<file path="config.mk">
export PLATFORM = sky130hd
export DESIGN_NAME = sevenseg_decoder
export DESIGN_NICKNAME = d
export VERILOG_FILES = /design/src/rtl/sevenseg_decoder.sv
export SDC_FILE = /design/constraint.sdc
export NUM_CORES = 1
export LEC_CHECK = 0
export ABC_AREA = 0
export CAP_MARGIN = 20
export CORE_ASPECT_RATIO = 0.6
export CORE_MARGIN = 2
export CORE_UTILIZATION = 47
export CTS_CLUSTER_DIAMETER = 80
export DETAILED_ROUTE_END_ITERATION = 10
export GPL_ROUTABILITY_DRIVEN = 1
export PLACE_DENSITY = 0.75
export REMOVE_ABC_BUFFERS = 1
export SYNTH_ARGS = -nofsm -noshare
export SYNTH_HDL_FRONTEND = slang
export SYNTH_SLANG_ARGS = --single-unit
</file>
<file path="constraint.sdc">
create_clock -name in_clk -period 2.4 [get_ports in_clk]
set_clock_uncertainty 0.2 [all_clocks]
set_input_delay 0.36 -clock in_clk [delete_from_list [all_inputs] [get_ports in_clk]]
set_output_delay 0.36 -clock in_clk [all_outputs]
set_load 0.05 [all_outputs]
</file>
<file path="src/rtl/sevenseg_decoder.sv">
// ---------------------------------------------------------------------------
// sevenseg_decoder : samples multiplexed 7-segment drive lines and decodes
//                    stable glyphs into a per-position hex value register.
// Optional blank-glyph support: `define SEVENSEG_DEC_BLANK_EN
// Revision: 1.0
// ---------------------------------------------------------------------------
`default_nettype none

module sevenseg_decoder #(
  parameter int NUM_DIGITS        = 4,
  parameter int STABLE_CYCLES     = 3,
  parameter int ZERO_IS_ON        = 0,
  parameter int INVERSE_NUMBERING = 0,
  localparam int POS_W            = (NUM_DIGITS > 1) ? $clog2(NUM_DIGITS) : 1
) (
  input  logic                    in_clk,
  input  logic                    in_rst,
  input  logic [NUM_DIGITS-1:0]   in_sel,
  input  logic [6:0]              in_leds,
  output logic                    out_valid,
  output logic [3:0]              out_digit,
  output logic [POS_W-1:0]        out_pos,
  output logic                    out_err,
`ifdef SEVENSEG_DEC_BLANK_EN
  output logic [4*NUM_DIGITS-1:0] out_value,
  output logic [NUM_DIGITS-1:0]   out_blank
`else
  output logic [4*NUM_DIGITS-1:0] out_value
`endif
);

  localparam logic [7:0] STABLE_M1 = 8'(STABLE_CYCLES - 1);

  typedef enum logic [1:0] {
    SETTLE  = 2'd0,
    CAPTURE = 2'd1,
    HOLD    = 2'd2
  } state_t;

  state_t                    state_q, state_d;
  logic [7:0]                cnt_q, cnt_d;
  logic [NUM_DIGITS+6:0]     prev_q;
  logic                      valid_q;
  logic [3:0]                digit_q;
  logic [POS_W-1:0]          pos_q;
  logic                      err_q;
  logic [4*NUM_DIGITS-1:0]   value_q;

  logic [6:0]                leds_n;
  logic [6:0]                pat;
  logic [NUM_DIGITS+6:0]     sample;
  logic                      same;
  logic                      glyph_ok;
  logic [3:0]                glyph_digit;
  logic                      sel_any;
  logic                      sel_multi;
  logic [POS_W-1:0]          sel_idx;
  logic                      capture;

  // Normalise to p[6:0] = gfedcba regardless of polarity and bit order.
  always_comb begin
    leds_n = (ZERO_IS_ON != 0) ? ~in_leds : in_leds;
    pat    = leds_n;
    if (INVERSE_NUMBERING != 0) begin
      for (int i = 0; i < 7; i++) begin
        pat[i] = leds_n[6-i];
      end
    end
  end

  assign sample = {in_sel, pat};
  assign same   = (sample == prev_q);

  always_comb begin
    glyph_ok    = 1'b1;
    glyph_digit = 4'h0;
    case (pat)
      7'h3f: glyph_digit = 4'h0;
      7'h06: glyph_digit = 4'h1;
      7'h5b: glyph_digit = 4'h2;
      7'h4f: glyph_digit = 4'h3;
      7'h66: glyph_digit = 4'h4;
      7'h6d: glyph_digit = 4'h5;
      7'h7d: glyph_digit = 4'h6;
      7'h07: glyph_digit = 4'h7;
      7'h7f: glyph_digit = 4'h8;
      7'h6f: glyph_digit = 4'h9;
      7'h77: glyph_digit = 4'ha;
      7'h7c: glyph_digit = 4'hb;
      7'h39: glyph_digit = 4'hc;
      7'h5e: glyph_digit = 4'hd;
      7'h79: glyph_digit = 4'he;
      7'h71: glyph_digit = 4'hf;
`ifdef SEVENSEG_DEC_BLANK_EN
      7'h00: glyph_digit = 4'h0;
`endif
      default: glyph_ok = 1'b0;
    endcase
  end

  always_comb begin
    sel_any   = 1'b0;
    sel_multi = 1'b0;
    sel_idx   = '0;
    for (int i = 0; i < NUM_DIGITS; i++) begin
      if (in_sel[i]) begin
        if (sel_any) sel_multi = 1'b1;
        sel_any = 1'b1;
        sel_idx = POS_W'(i);
      end
    end
  end

  always_comb begin
    state_d = state_q;
    cnt_d   = cnt_q;
    capture = 1'b0;
    if (!same) begin
      cnt_d = 8'd0;
    end else if (cnt_q != 8'hff) begin
      cnt_d = cnt_q + 8'd1;
    end
    case (state_q)
      SETTLE: begin
        if (same && (cnt_q == STABLE_M1)) begin
          // A non-one-hot select settles silently into HOLD.
          capture = sel_any && !sel_multi;
          state_d = capture ? CAPTURE : HOLD;
        end
      end
      CAPTURE: state_d = same ? HOLD : SETTLE;
      HOLD:    if (!same) state_d = SETTLE;
      default: state_d = SETTLE;
    endcase
  end

`ifdef SEVENSEG_DEC_BLANK_EN
  logic [NUM_DIGITS-1:0] blank_q;
  assign out_blank = blank_q;
`endif

  always_ff @(posedge in_clk) begin
    if (in_rst) begin
      state_q <= SETTLE;
      cnt_q   <= 8'd0;
      prev_q  <= '0;
      valid_q <= 1'b0;
      digit_q <= 4'h0;
      pos_q   <= '0;
      err_q   <= 1'b0;
      value_q <= '0;
`ifdef SEVENSEG_DEC_BLANK_EN
      blank_q <= '0;
`endif
    end else begin
      state_q <= state_d;
      cnt_q   <= cnt_d;
      prev_q  <= sample;
      valid_q <= capture;
      if (capture) begin
        pos_q <= sel_idx;
        if (glyph_ok) begin
          digit_q <= glyph_digit;
          err_q   <= 1'b0;
          for (int i = 0; i < NUM_DIGITS; i++) begin
            if (sel_idx == POS_W'(i)) begin
              value_q[i*4 +: 4] <= glyph_digit;
`ifdef SEVENSEG_DEC_BLANK_EN
              blank_q[i] <= (pat == 7'h00);
`endif
            end
          end
        end else begin
          digit_q <= 4'h0;
          err_q   <= 1'b1;
        end
      end
    end
  end

  assign out_valid = valid_q;
  assign out_digit = digit_q;
  assign out_pos   = pos_q;
  assign out_err   = err_q;
  assign out_value = value_q;

endmodule

`default_nettype wire
</file>
After elaboration in Yosys (flattened, before gate mapping)

Index checks and enable logic that the tools add are counted.

Bits in registers: 45
Latch bits: 0
RAM bits: 0
Memory bits (read-only): 0
Input port bits: 13
Output and inout port bits: 24
Logic and storage cells: 75
Memories kept: 0

Add/sub/neg operators: 1
Multipliers: 0
Divide/modulo/power cells: 0
Magnitude comparators: 0
Equality and inequality tests: 26
Shift-type cells: 0
Muxes and demuxes: 24
Bitwise logic cells: 1
Reductions and logical operators: 12

Operator list:

| cell                  | number |
|---|---|
| $eq A7 B7 Y1 const B  | 12 |
| $pmux W4 S15          | 1 |
| $reduce_or A16 Y1     | 1 |
| $mux W1               | 15 |
| $eq A7 B3 Y1 const B  | 2 |
| $eq A7 B6 Y1 const B  | 2 |
| $mux W2               | 6 |
| $reduce_and A3 Y1     | 4 |
| $eq A11 B11 Y1        | 1 |
| $add A8 B1 Y8 const B | 1 |
| $eq A8 B2 Y1 const B  | 1 |
| $ne A8 B8 Y1 const B  | 1 |
| $eq A2 B2 Y1 const B  | 3 |
| $pmux W2 S3           | 1 |
| $eq A2 B1 Y1 const B  | 2 |
| $logic_not A2 Y1      | 2 |
| $mux W4               | 1 |
| $ne A2 B2 Y1 const B  | 2 |
| $logic_and A1 B1 Y1   | 2 |
| $reduce_and A2 Y1     | 1 |
| $reduce_or A2 Y1      | 1 |
| $logic_not A1 Y1      | 1 |
| $not A1 Y1            | 1 |

Depth between registers and ports, before layout

Gate-level depths: netlist (run 1).

Word-level depth: 12
Gate-level depth with buffers: 9
Depth with buffers taken out: 8

Worst setup path after synthesis (run 1)

No wires, ideal clock.

Kind: input-to-reg
From: in in_leds[6]
To: reg value_q[0], in the netlist out_value[0]
Library setup time: 72 ps
Arrival: 2110 ps
Data required time: 2128 ps
Setup slack: 18 ps
Stages on the path: 9
Buffers on the path: 3
Path through: buf_6 -> and3_4 -> a21boi_1 -> or3_4 -> or4_1 -> buf_2 -> buf_6 -> a311oi_1 -> o21bai_1

Word-level cells in the longest chain between the ends: 5
Elaborated cells between the ends (all ways): 24
Those cells by class: 17 x eq/ne; 4 x mux; 3 x reduce/logical

RTL lines:

| item                                                      | line | source |
|---|---|---|
| start: declaration                                        | 19   | `input logic [6:0] in_leds,` |
| branches (longest 5 deep; another with $reduce_or A16 Y1) | --   |  |
| end signal: indexed assignment                            | 167  | `value_q[i*4 +: 4] <= glyph_digit;` |
| end: declaration                                          | 47   | `logic [4*NUM_DIGITS-1:0] value_q;` |

Parallel ways; which one is timed is not known.
A chain may end at the register's enable or synchronous reset.

Final worst setup path (run 1)

From: in in_leds[6]
To: reg value_q[13], in the netlist out_value[13]

The elaborated chain is that of the path after synthesis.

==> impl_metrics.yaml, run 1 <==
run_status:
  outcome: "finished clean"
cts:
  clkTransAtPathRegs_ns: 0.08
  cts_tree: "yes"
  clock_latency_ns: 0.30
  clockBufferDepth: 2
  numCtsBuffers: 5
  cts_root_buffer: "clkbuf_8"
  hold_buffers: 0
  htree_levels: 2
  cts_sinks: 45
  cts_setup_buffers: 0
timing:
  fin_crit_ns: 2.38
  slew_headroom_pct: 50.2
  fmax_ghz: 0.420
  finalMaxSlewViolations: 0
  post-route-period-util_pct: 99.2
  worst_slew_pin_slew_ns: 0.739
  hold_viol: 0
  setup_viol: 0
  fin_hold_ws_ns: 0.272
synthesis:
  syn_area_sq_um: 2200
  synth_top_area_cell: "dfxtp_1"
  synth_edf_count: 0
  syn_inst: 254
  netlist.area_leader.share_pct: 41.0
  ys_seq_area_share_pct: 41.0
  ys_ff_latch: 45
  synth_ff_type: "dfxtp_1"
  synth_common_cells: "45 x dfxtp_1, 24 x nor2_1, 18 x nand2_1"
  yosys_warnings: 0
  synth_most_common_cell: "dfxtp_1"
  synth.distinct_cells: 46
  synthArstFlopShare_pct: 0
  avgSynthCellArea_sq_um: 8.65
  synthTopCellsByArea: "dfxtp_1 41%, xor2_1 6.0%, nor2_1 4.1%, nor2b_1 4.0%, a211oi_1 3.1%"
die:
  die_w_um: 92.3
  design.core.area_sq_um: 4540
  die_area_sq_um: 5260
  die_y_um: 57.0
  io_pins: 37
  initial_utilization_pct: 48.4
  num_rows: 19
layout:
  diodes: 0
  utilization_pct: 66.7
  areaGrowthSynthToFinish_pct: 37.8
  finalNonFillerCells: 385
  layout-drive-gt1-share_pct: 21.7
  nNetsFinal: 337
  final_area_sq_um: 3030
  nFillCells: 381
placed_design:
  dp_hpwl_um: 3990
  dp_cells: 377
  routabilityCongestion: 0.879
  placed_area_sq_um: 2860
  numPortBuffers: 36
hold_path:
  hp-class: "reg2reg"
detailed_routing:
  routed_wl_um: 5660
  ant_nets: 0
  vias: 2095
  vias_per_cell: 5.44
  wl_per_cell_um: 14.7
  drcViolationCount: 0
  drtIter0Drc: 136
  drtPass1Iterations: 5
critical_path:
  reg2reg_slack_ns: 0.14
  crit_type: "in2reg"
  crit_path_start_kind: "primary input"
  worstPathRequired_ns: 2.42
  cp-end-kind: "flip-flop"
  crit_fanout: 13
  cp.arrival_ns: 2.40
job:
  cap_violations: 0
global_routing:
  grt_remaining_overflow: 0
  track_usage_pct: 21.9
  grt_pass1_wl_um: 9000
  grt_max_degree: 32
  antenna_found_initial: 0
  grt_pass1_vias: 1837
power_and_ir_drop:
  power_per_cell_area_nw_per_um2: 465
  max-vdd-ir-drop_mv: 0.239
  leakagePower_nw: 1.13
==> path summary, 6_finish.rpt <==
| check | from | end | cells past startpoint |
|---|---|---|---|
| max | in_leds[6] | out_value[13] | 9 |
| min | out_err | out_err | 2 |
| max reg2reg | cnt_q[0] | out_pos[1] | 9 |
| min reg2reg | out_err | out_err | 2 |
==> final cells by class <==
type	count	area [sq um]	share of cell area [%]
repair buffers	80	709	23.4
flip-flops and latches	45	901	29.7
multi-input cells	181	1220	40.3
inverters	9	33.8	1.11
clock buffers	7	86.3	2.85
well taps	63	78.8	2.60
==> state kept, by name, indices dropped and copies added (netlist names) <==
name	count
out_value	16
prev_q	11
cnt_q	8
out_digit	4
out_pos	2
state_q	2
out_err	1
out_valid	1
==> through the flow <==
stage	setup slack [ns]	power (mW)	TNS, ns
finish	0.0184	1.41	0
global route	-0.0132	1.46	-0.0283
CTS	-0.00742	1.41	-0.00742
detailed placement	-0.544	0.946	-10.28
global placement	-0.501	0.942	-9.53
floorplan	-0.293	0.840	-4.20
==> where the power goes <==
group | internal, mW | total [mW] | switching, mW
Combinational | 0.0800 | 0.172 | 0.0920
Clock | 0.229 | 0.478 | 0.249
Sequential | 0.756 | 0.760 | 0.00413
==> worst max-delay path: stages <==
cell,delay [ns]
dlygate4sd2_1,0.29
buf_4,0.18
and3b_1,0.17
a22oi_1,0.18
nor2_1,0.08
or4_1,0.54
buf_6,0.18
and3_4,0.19
a211oi_2,0.21
==> cell families (layout without fill, tap and decap cells) <==
logic type | count (synthesis) | count (layout) | share of synthesized area (%)
flops | 45 | 45 | 41.0
buf+inv | 28 | 96 | 6.49
fa+ha+maj | 2 | 2 | 1.14
compound gates | 57 | 57 | 18.4
simple gates | 105 | 105 | 26.2
xor+xnor | 17 | 17 | 6.77
==> cell usage in the layout (no fill, tap or decap), drive strengths merged, types with 3 or more instances in the layout <==
cell type and count:
nor4b 3, nand4 3, xor2 15, nor2b 14
nand3 6, nand2b 4, a31oi 10, dlygate4sd2 6
o32ai 3, clkdlybuf4s50 25, dfxtp 45, a21oi 5
buf 43, o21a 3, o21bai 4, a311oi 5
inv 9, a211oi 9, nor2 25, and3 5
nand2 18, clkbuf 10, o22ai 3, nor3 12
o21ai 6
==> routing by layer <==
metal / global-route usage (%) / routed length (um)
met1: 33.9 / 2890
met5: 0 / 0
met3: 5.28 / 360
met2: 30.4 / 2360
met4: 5.76 / 44
==> timing repair <==
action	4_1_cts	5_1_grt
gates resized for setup	17	14
pin swaps	2	0
endpoints found under the setup margin	22	21
cloned	1	0
Note: power is estimated with default switching activity, not from simulation.
==> run 2: changes to the inputs <==
--- a/config.mk
+++ b/config.mk
@@ -6,7 +6,6 @@
 export NUM_CORES = 1
 export LEC_CHECK = 0
 export ABC_AREA = 0
-export CAP_MARGIN = 20
 export CORE_ASPECT_RATIO = 0.6
 export CORE_MARGIN = 2
 export CORE_UTILIZATION = 47
==> results of run 2 <==
Final layout, timing and power as in run 1 (identical DEF).
